[src/rtl/mem_arb_pkg.sv]
// Shared types for the two-port memory arbiter: port ids, the read-return tag
// and the upper bound on memory read latency.
package mem_arb_pkg;

  typedef enum logic {
    PORT0 = 1'b0,
    PORT1 = 1'b1
  } port_e;

  typedef struct packed {
    logic  valid;
    port_e port;
  } tag_t;

  localparam int RD_LAT_MAX = 8;

endpackage

[src/rtl/mem_arb_if.sv]
// Bus bundle for mem_arb: two requester ports, the memory command/return
// channel and the orphan-return flag. slave = arbiter side, master = the
// requesters and memory that surround it.
interface mem_arb_if #(
  parameter int MEM_AW = 12,
  parameter int MEM_DW = 32
);

  logic              p0_req,       p1_req;
  logic              p0_write,     p1_write;
  logic [MEM_AW-1:0] p0_addr,      p1_addr;
  logic [MEM_DW-1:0] p0_wdata,     p1_wdata;
  logic              p0_gnt,       p1_gnt;
  logic [MEM_DW-1:0] p0_rdata,     p1_rdata;
  logic              p0_rdata_vld, p1_rdata_vld;

  logic              mem_req;
  logic              mem_write;
  logic [MEM_AW-1:0] mem_addr;
  logic [MEM_DW-1:0] mem_wdata;
  logic [MEM_DW-1:0] mem_rdata;
  logic              mem_rdata_vld;

  logic              err_orphan;

  modport slave (
    input  p0_req, p1_req, p0_write, p1_write, p0_addr, p1_addr,
           p0_wdata, p1_wdata, mem_rdata, mem_rdata_vld,
    output p0_gnt, p1_gnt, p0_rdata, p1_rdata, p0_rdata_vld, p1_rdata_vld,
           mem_req, mem_write, mem_addr, mem_wdata, err_orphan
  );

  modport master (
    output p0_req, p1_req, p0_write, p1_write, p0_addr, p1_addr,
           p0_wdata, p1_wdata, mem_rdata, mem_rdata_vld,
    input  p0_gnt, p1_gnt, p0_rdata, p1_rdata, p0_rdata_vld, p1_rdata_vld,
           mem_req, mem_write, mem_addr, mem_wdata, err_orphan
  );

endinterface

[src/rtl/mem_arb_tagq.sv]
// Read-return tag pipeline: one tag enters per cycle alongside the issued
// memory command and emerges RD_LAT cycles later, aligned with the memory's
// read return. RD_LAT must lie in 1..RD_LAT_MAX.
module mem_arb_tagq
  import mem_arb_pkg::*;
#(
  parameter int RD_LAT = 2
) (
  input  logic clk,
  input  logic rst_n,
  input  tag_t i_tag,
  output tag_t o_tag
);

  tag_t r_pipe [RD_LAT];

  // shift tags one stage per cycle; reset discards everything in flight
  always_ff @(posedge clk or negedge rst_n) begin
    if (!rst_n) begin
      for (int i = 0; i < RD_LAT; i++) r_pipe[i] <= '0;
    end else begin
      r_pipe[0] <= i_tag;
      for (int i = 1; i < RD_LAT; i++) r_pipe[i] <= r_pipe[i-1];
    end
  end

  assign o_tag = r_pipe[RD_LAT-1];

endmodule

[src/rtl/mem_arb.sv]
// Two-port round-robin memory arbiter with registered command and tagged
// read-return routing. Optional grant statistics when MEM_ARB_STATS_EN is
// defined (adds p0_gnt_cnt / p1_gnt_cnt saturating counters).
module mem_arb
  import mem_arb_pkg::*;
#(
  parameter int MEM_AW = 12,
  parameter int MEM_DW = 32,
  parameter int RD_LAT = 2
) (
  input  logic        clk,
  input  logic        rst_n,
  mem_arb_if.slave    bus
`ifdef MEM_ARB_STATS_EN
  ,
  output logic [15:0] p0_gnt_cnt,
  output logic [15:0] p1_gnt_cnt
`endif
);

  localparam logic [3:0] SUP_INIT = 4'(RD_LAT);

  logic              w_gnt0, w_gnt1;
  port_e             r_ptr, r_port;
  logic              r_mem_req, r_mem_write;
  logic [MEM_AW-1:0] r_mem_addr;
  logic [MEM_DW-1:0] r_mem_wdata;
  logic              r_err;
  logic [3:0]        r_sup_cnt;
  tag_t              w_tag_in, w_tag_out;

  // a port wins if it is the only requester or the pointer favours it
  assign w_gnt0 = rst_n & bus.p0_req & (~bus.p1_req | (r_ptr == PORT0));
  assign w_gnt1 = rst_n & bus.p1_req & (~bus.p0_req | (r_ptr == PORT1));
  assign bus.p0_gnt = w_gnt0;
  assign bus.p1_gnt = w_gnt1;

  // round-robin pointer flips to the other port after every grant
  always_ff @(posedge clk or negedge rst_n) begin
    if (!rst_n)      r_ptr <= PORT0;
    else if (w_gnt0) r_ptr <= PORT1;
    else if (w_gnt1) r_ptr <= PORT0;
  end

  // register the granted command for one cycle on the memory bus
  always_ff @(posedge clk or negedge rst_n) begin
    if (!rst_n) begin
      r_mem_req   <= 1'b0;
      r_mem_write <= 1'b0;
      r_mem_addr  <= '0;
      r_mem_wdata <= '0;
      r_port      <= PORT0;
    end else begin
      r_mem_req <= w_gnt0 | w_gnt1;
      if (w_gnt0) begin
        r_mem_write <= bus.p0_write;
        r_mem_addr  <= bus.p0_addr;
        r_mem_wdata <= bus.p0_wdata;
        r_port      <= PORT0;
      end else if (w_gnt1) begin
        r_mem_write <= bus.p1_write;
        r_mem_addr  <= bus.p1_addr;
        r_mem_wdata <= bus.p1_wdata;
        r_port      <= PORT1;
      end else begin
        r_mem_write <= 1'b0;
      end
    end
  end

  assign bus.mem_req   = r_mem_req;
  assign bus.mem_write = r_mem_write;
  assign bus.mem_addr  = r_mem_addr;
  assign bus.mem_wdata = r_mem_wdata;

  // tag travels with the issued command; only reads expect a return
  always_comb begin
    w_tag_in       = '0;
    w_tag_in.valid = r_mem_req & ~r_mem_write;
    w_tag_in.port  = r_port;
  end

  mem_arb_tagq #(.RD_LAT(RD_LAT)) u_tagq (
    .clk   (clk),
    .rst_n (rst_n),
    .i_tag (w_tag_in),
    .o_tag (w_tag_out)
  );

  assign bus.p0_rdata     = bus.mem_rdata;
  assign bus.p1_rdata     = bus.mem_rdata;
  assign bus.p0_rdata_vld = bus.mem_rdata_vld & w_tag_out.valid & (w_tag_out.port == PORT0);
  assign bus.p1_rdata_vld = bus.mem_rdata_vld & w_tag_out.valid & (w_tag_out.port == PORT1);

  // sticky orphan flag; returns from before reset are ignored for RD_LAT cycles
  always_ff @(posedge clk or negedge rst_n) begin
    if (!rst_n) begin
      r_err     <= 1'b0;
      r_sup_cnt <= SUP_INIT;
    end else if (r_sup_cnt != 4'd0) begin
      r_sup_cnt <= r_sup_cnt - 4'd1;
    end else if (bus.mem_rdata_vld != w_tag_out.valid) begin
      r_err <= 1'b1;
    end
  end

  assign bus.err_orphan = r_err;

`ifdef MEM_ARB_STATS_EN
  logic [15:0] r_cnt0, r_cnt1;

  // per-port grant counters that stop at all-ones
  always_ff @(posedge clk or negedge rst_n) begin
    if (!rst_n) begin
      r_cnt0 <= '0;
      r_cnt1 <= '0;
    end else begin
      if (w_gnt0 && (r_cnt0 != 16'hFFFF)) r_cnt0 <= r_cnt0 + 16'd1;
      if (w_gnt1 && (r_cnt1 != 16'hFFFF)) r_cnt1 <= r_cnt1 + 16'd1;
    end
  end

  assign p0_gnt_cnt = r_cnt0;
  assign p1_gnt_cnt = r_cnt1;
`endif

endmodule

[src/flat_wrapper.sv]
// flat-port wrapper written by rule: the top's interface ports become plain ports
module mem_arb_flat import mem_arb_pkg::*;
#(
  parameter int MEM_AW = 12,
  parameter int MEM_DW = 32,
  parameter int RD_LAT = 2
)
  (clk, rst_n, bus_p0_req, bus_p1_req, bus_p0_write, bus_p1_write, bus_p0_addr, bus_p1_addr, bus_p0_wdata, bus_p1_wdata, bus_mem_rdata, bus_mem_rdata_vld, bus_p0_gnt, bus_p1_gnt, bus_p0_rdata, bus_p1_rdata, bus_p0_rdata_vld, bus_p1_rdata_vld, bus_mem_req, bus_mem_write, bus_mem_addr, bus_mem_wdata, bus_err_orphan);
  mem_arb_if #(.MEM_AW(MEM_AW), .MEM_DW(MEM_DW)) bus_i ();
  input  logic clk;
  input  logic rst_n;
  input wire logic [$bits(bus_i.p0_req)-1:0] bus_p0_req;
  input wire logic [$bits(bus_i.p1_req)-1:0] bus_p1_req;
  input wire logic [$bits(bus_i.p0_write)-1:0] bus_p0_write;
  input wire logic [$bits(bus_i.p1_write)-1:0] bus_p1_write;
  input wire logic [$bits(bus_i.p0_addr)-1:0] bus_p0_addr;
  input wire logic [$bits(bus_i.p1_addr)-1:0] bus_p1_addr;
  input wire logic [$bits(bus_i.p0_wdata)-1:0] bus_p0_wdata;
  input wire logic [$bits(bus_i.p1_wdata)-1:0] bus_p1_wdata;
  input wire logic [$bits(bus_i.mem_rdata)-1:0] bus_mem_rdata;
  input wire logic [$bits(bus_i.mem_rdata_vld)-1:0] bus_mem_rdata_vld;
  output wire logic [$bits(bus_i.p0_gnt)-1:0] bus_p0_gnt;
  output wire logic [$bits(bus_i.p1_gnt)-1:0] bus_p1_gnt;
  output wire logic [$bits(bus_i.p0_rdata)-1:0] bus_p0_rdata;
  output wire logic [$bits(bus_i.p1_rdata)-1:0] bus_p1_rdata;
  output wire logic [$bits(bus_i.p0_rdata_vld)-1:0] bus_p0_rdata_vld;
  output wire logic [$bits(bus_i.p1_rdata_vld)-1:0] bus_p1_rdata_vld;
  output wire logic [$bits(bus_i.mem_req)-1:0] bus_mem_req;
  output wire logic [$bits(bus_i.mem_write)-1:0] bus_mem_write;
  output wire logic [$bits(bus_i.mem_addr)-1:0] bus_mem_addr;
  output wire logic [$bits(bus_i.mem_wdata)-1:0] bus_mem_wdata;
  output wire logic [$bits(bus_i.err_orphan)-1:0] bus_err_orphan;
  assign bus_i.p0_req = bus_p0_req;
  assign bus_i.p1_req = bus_p1_req;
  assign bus_i.p0_write = bus_p0_write;
  assign bus_i.p1_write = bus_p1_write;
  assign bus_i.p0_addr = bus_p0_addr;
  assign bus_i.p1_addr = bus_p1_addr;
  assign bus_i.p0_wdata = bus_p0_wdata;
  assign bus_i.p1_wdata = bus_p1_wdata;
  assign bus_i.mem_rdata = bus_mem_rdata;
  assign bus_i.mem_rdata_vld = bus_mem_rdata_vld;
  assign bus_p0_gnt = bus_i.p0_gnt;
  assign bus_p1_gnt = bus_i.p1_gnt;
  assign bus_p0_rdata = bus_i.p0_rdata;
  assign bus_p1_rdata = bus_i.p1_rdata;
  assign bus_p0_rdata_vld = bus_i.p0_rdata_vld;
  assign bus_p1_rdata_vld = bus_i.p1_rdata_vld;
  assign bus_mem_req = bus_i.mem_req;
  assign bus_mem_write = bus_i.mem_write;
  assign bus_mem_addr = bus_i.mem_addr;
  assign bus_mem_wdata = bus_i.mem_wdata;
  assign bus_err_orphan = bus_i.err_orphan;
  mem_arb #(.MEM_AW(MEM_AW), .MEM_DW(MEM_DW), .RD_LAT(RD_LAT)) u_core (.clk(clk), .rst_n(rst_n), .bus(bus_i));
endmodule
[config.mk]
export PLATFORM = sky130hd
export DESIGN_NAME = mem_arb_flat
export DESIGN_NICKNAME = d
export VERILOG_FILES = /design/src/rtl/mem_arb_pkg.sv /design/src/rtl/mem_arb_if.sv /design/src/rtl/mem_arb_tagq.sv /design/src/rtl/mem_arb.sv /design/src/flat_wrapper.sv
export SDC_FILE = /design/constraint.sdc
export NUM_CORES = 1
export LEC_CHECK = 0
export CAP_MARGIN = 15
export CORE_ASPECT_RATIO = 0.7
export CORE_MARGIN = 3
export CORE_UTILIZATION = 34
export DETAILED_ROUTE_END_ITERATION = 6
export PLACE_DENSITY = 0.82
export SLEW_MARGIN = 20
export SYNTH_ARGS = -nofsm -noshare
export SYNTH_HDL_FRONTEND = slang
export SYNTH_SLANG_ARGS = --single-unit
[constraint.sdc]
create_clock -name clk -period 1.7 [get_ports clk]
set_input_delay 0.425 -clock clk [delete_from_list [all_inputs] [get_ports clk]]
set_output_delay 0.425 -clock clk [all_outputs]
set_load 0.01 [all_outputs]
==> impl_metrics.py, run 1 <==
metrics = {
    "outcome": {
        "status": "complete, no violations",
    },
    "critical_path": {
        "reg2reg_depth": 5,
        "critPathLaunchType": "register",
        "crit_path_cell_trace": "clkdlybuf4s50_1",
        "slowest_stage": "clkdlybuf4s50_1",
        "r2r_end": "u_core.r_sup_cnt[1]$_DFFE_PN1P_",
        "crit_required_ns": 1.27,
        "reg2reg_slack_ns": 0.28,
        "cpLargestDelayFamily": "buffers and inverters",
        "cp.arrival_ns": 1.24,
        "cp-end-kind": "output pin",
        "reg2reg_from": "u_core.r_sup_cnt[0]$_DFFE_PN0P_",
        "cp-startpoint": "u_core.bus.mem_wdata[21]$_DFFE_PN0P_",
        "worstSetupPathType": "register to output pin",
        "max_stage_delay_ns": 0.56,
        "cp_max_fo": 2,
        "crit_buf_inv": 1,
    },
    "logic_synthesis": {
        "synth.top_cells.by_count": "66 x buf_4, 56 x dfrtp_1, 33 x o21ai_0",
        "syn_nets": 450,
        "synth_area_um2": 3080,
        "syn_inst": 321,
        "ys_warn_count": 0,
        "async_flop_share": 1.00,
        "yosysTopAreaCell": "dfrtp_1",
        "synth_enable_flop_cells": 0,
        "yosysSeqAreaShare": 0.463,
        "synth_top_area_frac": 0.455,
        "synth_cell_types": 28,
        "synth_ff_type": "dfrtp_1",
        "synth_seq_cells": 57,
        "synth.most_common_cell": "buf_4",
        "avgSynthCellArea_um2": 9.60,
        "synthTopCellsByArea": "dfrtp_1 45%, buf_4 16%, a31oi_1 5.9%, o21ai_0 5.4%, a221o_1 4.9%",
    },
    "layout": {
        "antenna-diode-count": 0,
        "fin_util": 0.526,
        "drive_gt1_frac": 0.102,
        "area_growth_pct": 47.2,
        "nNetsFinal": 534,
        "n_fill_cell": 794,
        "stdcell_count": 530,
        "fin_area_um2": 4540,
    },
    "floorplanning": {
        "rows": 28,
        "initial_core_util": 0.358,
        "pin_count": 242,
        "die-area_um2": 10300,
        "die_h_um": 85.7,
        "fp.dieW_um": 120,
        "core_um2": 8620,
    },
    "clock_network": {
        "clkTransAtPathRegs_ns": 0.05,
        "cts.sinks": 57,
        "cts_max_path_buffers": 2,
        "cts_buffers": 9,
        "root_buffer": "clkbuf_16",
        "hold_buffers": 0,
        "cts_tree": "yes",
        "clk_latency_ns": 0.32,
        "post-cts-setup-buffers": 0,
        "htreeDepth": 3,
    },
    "power_and_ir_drop": {
        "powerDensity_nw_per_um2": 1030,
        "power.leakage_nw": 1.82,
        "total_power_mw": 4.67,
        "vdd_drop_max_v": 0.000363,
    },
    "routing": {
        "totalWireLength_um": 8690,
        "drt_iter0_drc": 141,
        "vias": 2631,
        "drtAntennaViolNets": 0,
        "drc": 0,
        "detail_route.wl_per_cell_um": 16.4,
        "routed_via_density": 4.96,
        "drt-pass1-iter-count": 4,
    },
    "sta": {
        "rsz0062_at_grt": "false",
        "finalHoldViolCount": 0,
        "finalCriticalPeriod_ns": 1.67,
        "period_share": 0.980,
        "finalSetupViolations": 0,
        "slew_viol_final": 0,
        "whs_ns": 0.0856,
        "max_freq_ghz": 0.601,
        "skew_ns": 0.00680,
        "maxSlewHeadroom": 0.523,
        "tightest_slew_ns": 0.716,
    },
    "global_route": {
        "grt_overflow_total": 0,
        "grt_use_total": 0.169,
        "antenna_found_initial": 0,
        "grt_max_degree": 57,
        "first_global_vias": 2636,
        "grt_pass1_wl_um": 13700,
    },
    "job": {
        "max_cap_violations": 0,
    },
    "place": {
        "place_congestion": 0.774,
        "io_buffers": 145,
        "dp_cells": 514,
        "placed_area_um2": 4210,
        "dp.final_hpwl_um": 6270,
    },
    "hold_path": {
        "hp-class": "primary input to asynchronous set/reset pin",
    },
}
## where the power goes
group          switching [mW]  leakage [nW]  internal, mW
sequential              0.101         0.668          1.54
combinational           0.453         0.988         0.658
clock                   0.602         0.159          1.32
## layout make-up
cell class	count	area (um^2)	area share
clock buffer	11	243	0.0535
clock inverter	5	78.8	0.0174
inverter	4	15.0	0.00331
multi-input combinational	174	1030	0.226
sequential	57	1430	0.315
tap	120	150	0.0331
timing repair buffer	159	1600	0.352
## kinds of logic (layout without fill, tap and decap cells)
kind of cell | after synthesis | in the layout | share of synthesized area
buf+inv | 90 | 179 | 0.209
simple gates | 89 | 89 | 0.143
compound gates | 82 | 82 | 0.174
flops | 57 | 57 | 0.463
fa+ha+maj | 2 | 2 | 0.00812
xor+xnor | 1 | 1 | 0.00284
## registers in the layout, summed over array words and instances (netlist names)
signal,cells
u_core.bus.mem_addr,12
u_core.r_port,1
u_core.r_sup_cnt,4
u_core.u_tagq.o_tag,2
u_core.bus.mem_write,1
u_core.bus.mem_wdata,32
u_core.r_ptr,1
u_core.u_tagq.r_pipe,2
u_core.bus.mem_req,1
u_core.bus.err_orphan,1
## through the flow
stage / worst slack (ns) / TNS (ns)
floorplan: 0.345 / 0
global placement: -0.505 / -6.41
detailed placement: -0.518 / -8.35
CTS: 0.00867 / 0
global route: 0.000148 / 0
finish: 0.0348 / 0
## worst max path at each step
| stage | to | slack (ns) | depth (start not counted) |
|---|---|---|---|
| finish | bus_mem_wdata[21] | 0.03 | 1 |
| global route | bus_mem_wdata[13] | 0.0001 | 1 |
| CTS | bus_mem_wdata[21] | 0.009 | 1 |
| detailed placement | bus_p0_gnt | -0.52 | 4 |
| global placement | bus_p0_gnt | -0.50 | 4 |
| floorplan | bus_p1_gnt | 0.34 | 3 |
## layout by cell type, fill, tap and decap left out, drive strengths merged
cell	instances
buf	16
a21oi	1
a21o	2
nor3b	1
nand2b	1
clkbuf	12
bufinv	2
or3	1
a31oi	29
o21ai	33
nand2	5
o21a	1
nor3	1
dfrtp	56
a221o	15
ha	2
and2	3
a22o	1
xnor2	1
clkdlybuf4s15	2
nor2b	17
nor2	30
dfstp	1
dlygate4sd2	3
clkdlybuf4s50	137
inv	4
nand3	30
clkinv	3
## routing by layer
layer | vias up | share of wire | wire [um] | global-route usage
met4 | 0 | 0.0066 | 57 | 0.0520
met1 | 1258 | 0.43 | 3780 | 0.213
met5 | - | 0 | 0 | 0
met3 | 9 | 0.092 | 802 | 0.0633
li1 | 1230 | - | - | -
met2 | 134 | 0.47 | 4050 | 0.273
## repair_timing
item / CTS / global route
setup endpoints to repair: 4 / 1
resized for setup: 19 / 1
pin swaps: 1 / 0
Note: power is estimated with default switching activity, not from simulation.
==> run 2, diff against run 1 <==
--- a/config.mk
+++ b/config.mk
@@ -9,6 +9,7 @@
 export CORE_ASPECT_RATIO = 0.7
 export CORE_MARGIN = 3
 export CORE_UTILIZATION = 34
+export CTS_CLUSTER_DIAMETER = 120
 export DETAILED_ROUTE_END_ITERATION = 6
 export PLACE_DENSITY = 0.82
 export SLEW_MARGIN = 20
==> results of run 2 <==
Final layout, timing and power as in run 1 (identical DEF).
==> run 3, diff against run 2 <==
==> constraint.sdc (replaced) <==
create_clock -name clk -period 1.6 [get_ports clk]
set_input_delay 0.4 -clock clk [delete_from_list [all_inputs] [get_ports clk]]
set_output_delay 0.4 -clock clk [all_outputs]
set_load 0.01 [all_outputs]
==> impl_metrics.py, run 3 (synthesized netlist as in run 1, its figures left out) <==
metrics = {
    "critical_path": {
        "worstSetupPathType": "register to output pin",
        "crit_path_cell_trace": "ha_2 -> and2_1 -> buf_2",
        "crit_buf_inv": 1,
        "reg2reg_slack_ns": 0.24,
        "cp-startpoint": "u_core.u_tagq.o_tag[1]$_DFF_PN0_",
        "critPathLaunchType": "register",
        "cp-end-kind": "output pin",
        "reg2reg_depth": 5,
        "cp_max_fo": 2,
        "slowest_stage": "dfrtp_1",
        "reg2reg_from": "u_core.r_sup_cnt[1]$_DFFE_PN1P_",
        "r2r_end": "u_core.bus.err_orphan$_DFFE_PN0P_",
        "cpLargestDelayFamily": "flip-flops",
        "cp.arrival_ns": 1.13,
        "crit_required_ns": 1.20,
        "max_stage_delay_ns": 0.36,
    },
    "sta": {
        "max_freq_ghz": 0.654,
        "skew_ns": 0.00372,
        "finalHoldViolCount": 0,
        "maxSlewHeadroom": 0.531,
        "tightest_slew_ns": 0.703,
        "slew_viol_final": 0,
        "finalCriticalPeriod_ns": 1.53,
        "period_share": 0.955,
        "rsz0062_at_grt": "false",
        "finalSetupViolations": 0,
    },
    "hold_path": {
        "hp-class": "primary input to asynchronous set/reset pin",
    },
    "global_route": {
        "antenna_found_initial": 0,
        "grt_overflow_total": 0,
        "grt_use_total": 0.173,
        "first_global_vias": 2650,
        "grt_pass1_wl_um": 14000,
        "grt_max_degree": 57,
    },
    "clock_network": {
        "clkTransAtPathRegs_ns": 0.05,
        "cts_buffers": 9,
        "root_buffer": "clkbuf_16",
        "post-cts-setup-buffers": 0,
        "cts_tree": "yes",
        "clk_latency_ns": 0.32,
        "cts.sinks": 57,
        "cts_max_path_buffers": 2,
        "htreeDepth": 3,
    },
    "layout": {
        "largest_register_ffs": 32,
        "fin_util": 0.526,
        "drive_gt1_frac": 0.113,
        "fin_area_um2": 4530,
        "area_growth_pct": 46.9,
        "antenna-diode-count": 0,
        "mostFrequentLayoutCells": "90 x clkdlybuf4s50_1, 56 x dfrtp_1, 49 x dlygate4sd2_1",
        "n_fill_cell": 829,
        "nNetsFinal": 540,
        "layout_commonest_cell": "clkdlybuf4s50_1",
    },
    "place": {
        "place_congestion": 0.748,
        "dp.final_hpwl_um": 6330,
        "placed_area_um2": 4250,
        "io_buffers": 145,
    },
    "routing": {
        "drt_iter0_drc": 174,
        "detail_route.wl_per_cell_um": 16.4,
        "drtAntennaViolNets": 0,
        "drc": 0,
        "vias": 2675,
        "routed_via_density": 4.99,
        "totalWireLength_um": 8790,
        "drt-pass1-iter-count": 4,
    },
    "floorplanning": {
        "rows": 28,
        "die_h_um": 85.7,
        "initial_core_util": 0.358,
        "core_um2": 8620,
        "pin_count": 242,
        "fp.dieW_um": 120,
        "die-area_um2": 10300,
    },
    "power_and_ir_drop": {
        "power.leakage_nw": 1.91,
        "powerDensity_nw_per_um2": 1080,
        "vdd_drop_max_v": 0.000402,
    },
    "outcome": {
        "status": "complete, no violations",
    },
    "job": {
        "max_cap_violations": 0,
    },
}
run 3: how the worst max path moves through the flow:
| stage | to | slack (ns) | depth (start not counted) |
|---|---|---|---|
| 3_5_place_dp | bus_p1_gnt | -0.53 | 4 |
| 4_1_cts | bus_p0_gnt | -0.05 | 4 |
| 5_1_grt | bus_p1_rdata_vld | 0.02 | 3 |
| 3_3_place_gp | bus_p1_gnt | -0.51 | 4 |
| 6_report | bus_p1_rdata_vld | 0.07 | 3 |
| 2_1_floorplan | bus_p1_gnt | 0.29 | 3 |
run 3: metal layers:
metal  track usage  vias to the layer above  wire [um]
met1         0.222                     1269       3880
met3        0.0679                       15        859
li1              -                     1246          -
met2         0.273                      145       3930
met4        0.0530                        0        119
met5             0                        -          0
run 3: power by group:
group	total (mW)	internal (mW)	switching, mW
sequential	1.73	1.63	0.0957
combinational	1.09	0.592	0.493
clock	2.07	1.37	0.693
run 3: timing repair:
item,in CTS,in global routing
setup endpoints to repair,51,2
pin swaps,1,1
cloned,0,0
hold buffers,1,0
resized for setup,69,4
hold endpoints to repair,1,0
run 3: layout make-up:
cell class | instances | area [um^2] | area share
inverter | 4 | 15.0 | 0.00331
timing repair buffer | 165 | 1580 | 0.349
multi-input combinational | 174 | 1030 | 0.227
clock buffer | 9 | 225 | 0.0497
tap | 120 | 150 | 0.0331
sequential | 57 | 1430 | 0.315
clock inverter | 7 | 103 | 0.0227
run 3: metrics by stage:
step / hold WS, ns / worst slack, ns / total power [mW] / setup TNS (ns) / instances
finish: 0.355 / 0.0717 / 4.88 / 0 / 536
global route: 0.362 / 0.0192 / 5.14 / 0 / 536
CTS: 0.359 / -0.0522 / 4.96 / -0.103 / 536
detailed placement: 0.236 / -0.532 / 2.97 / -11.07 / 519
global placement: 0.228 / -0.515 / 2.94 / -9.74 / 519
floorplan: 0.104 / 0.295 / 2.37 / 0 / 321
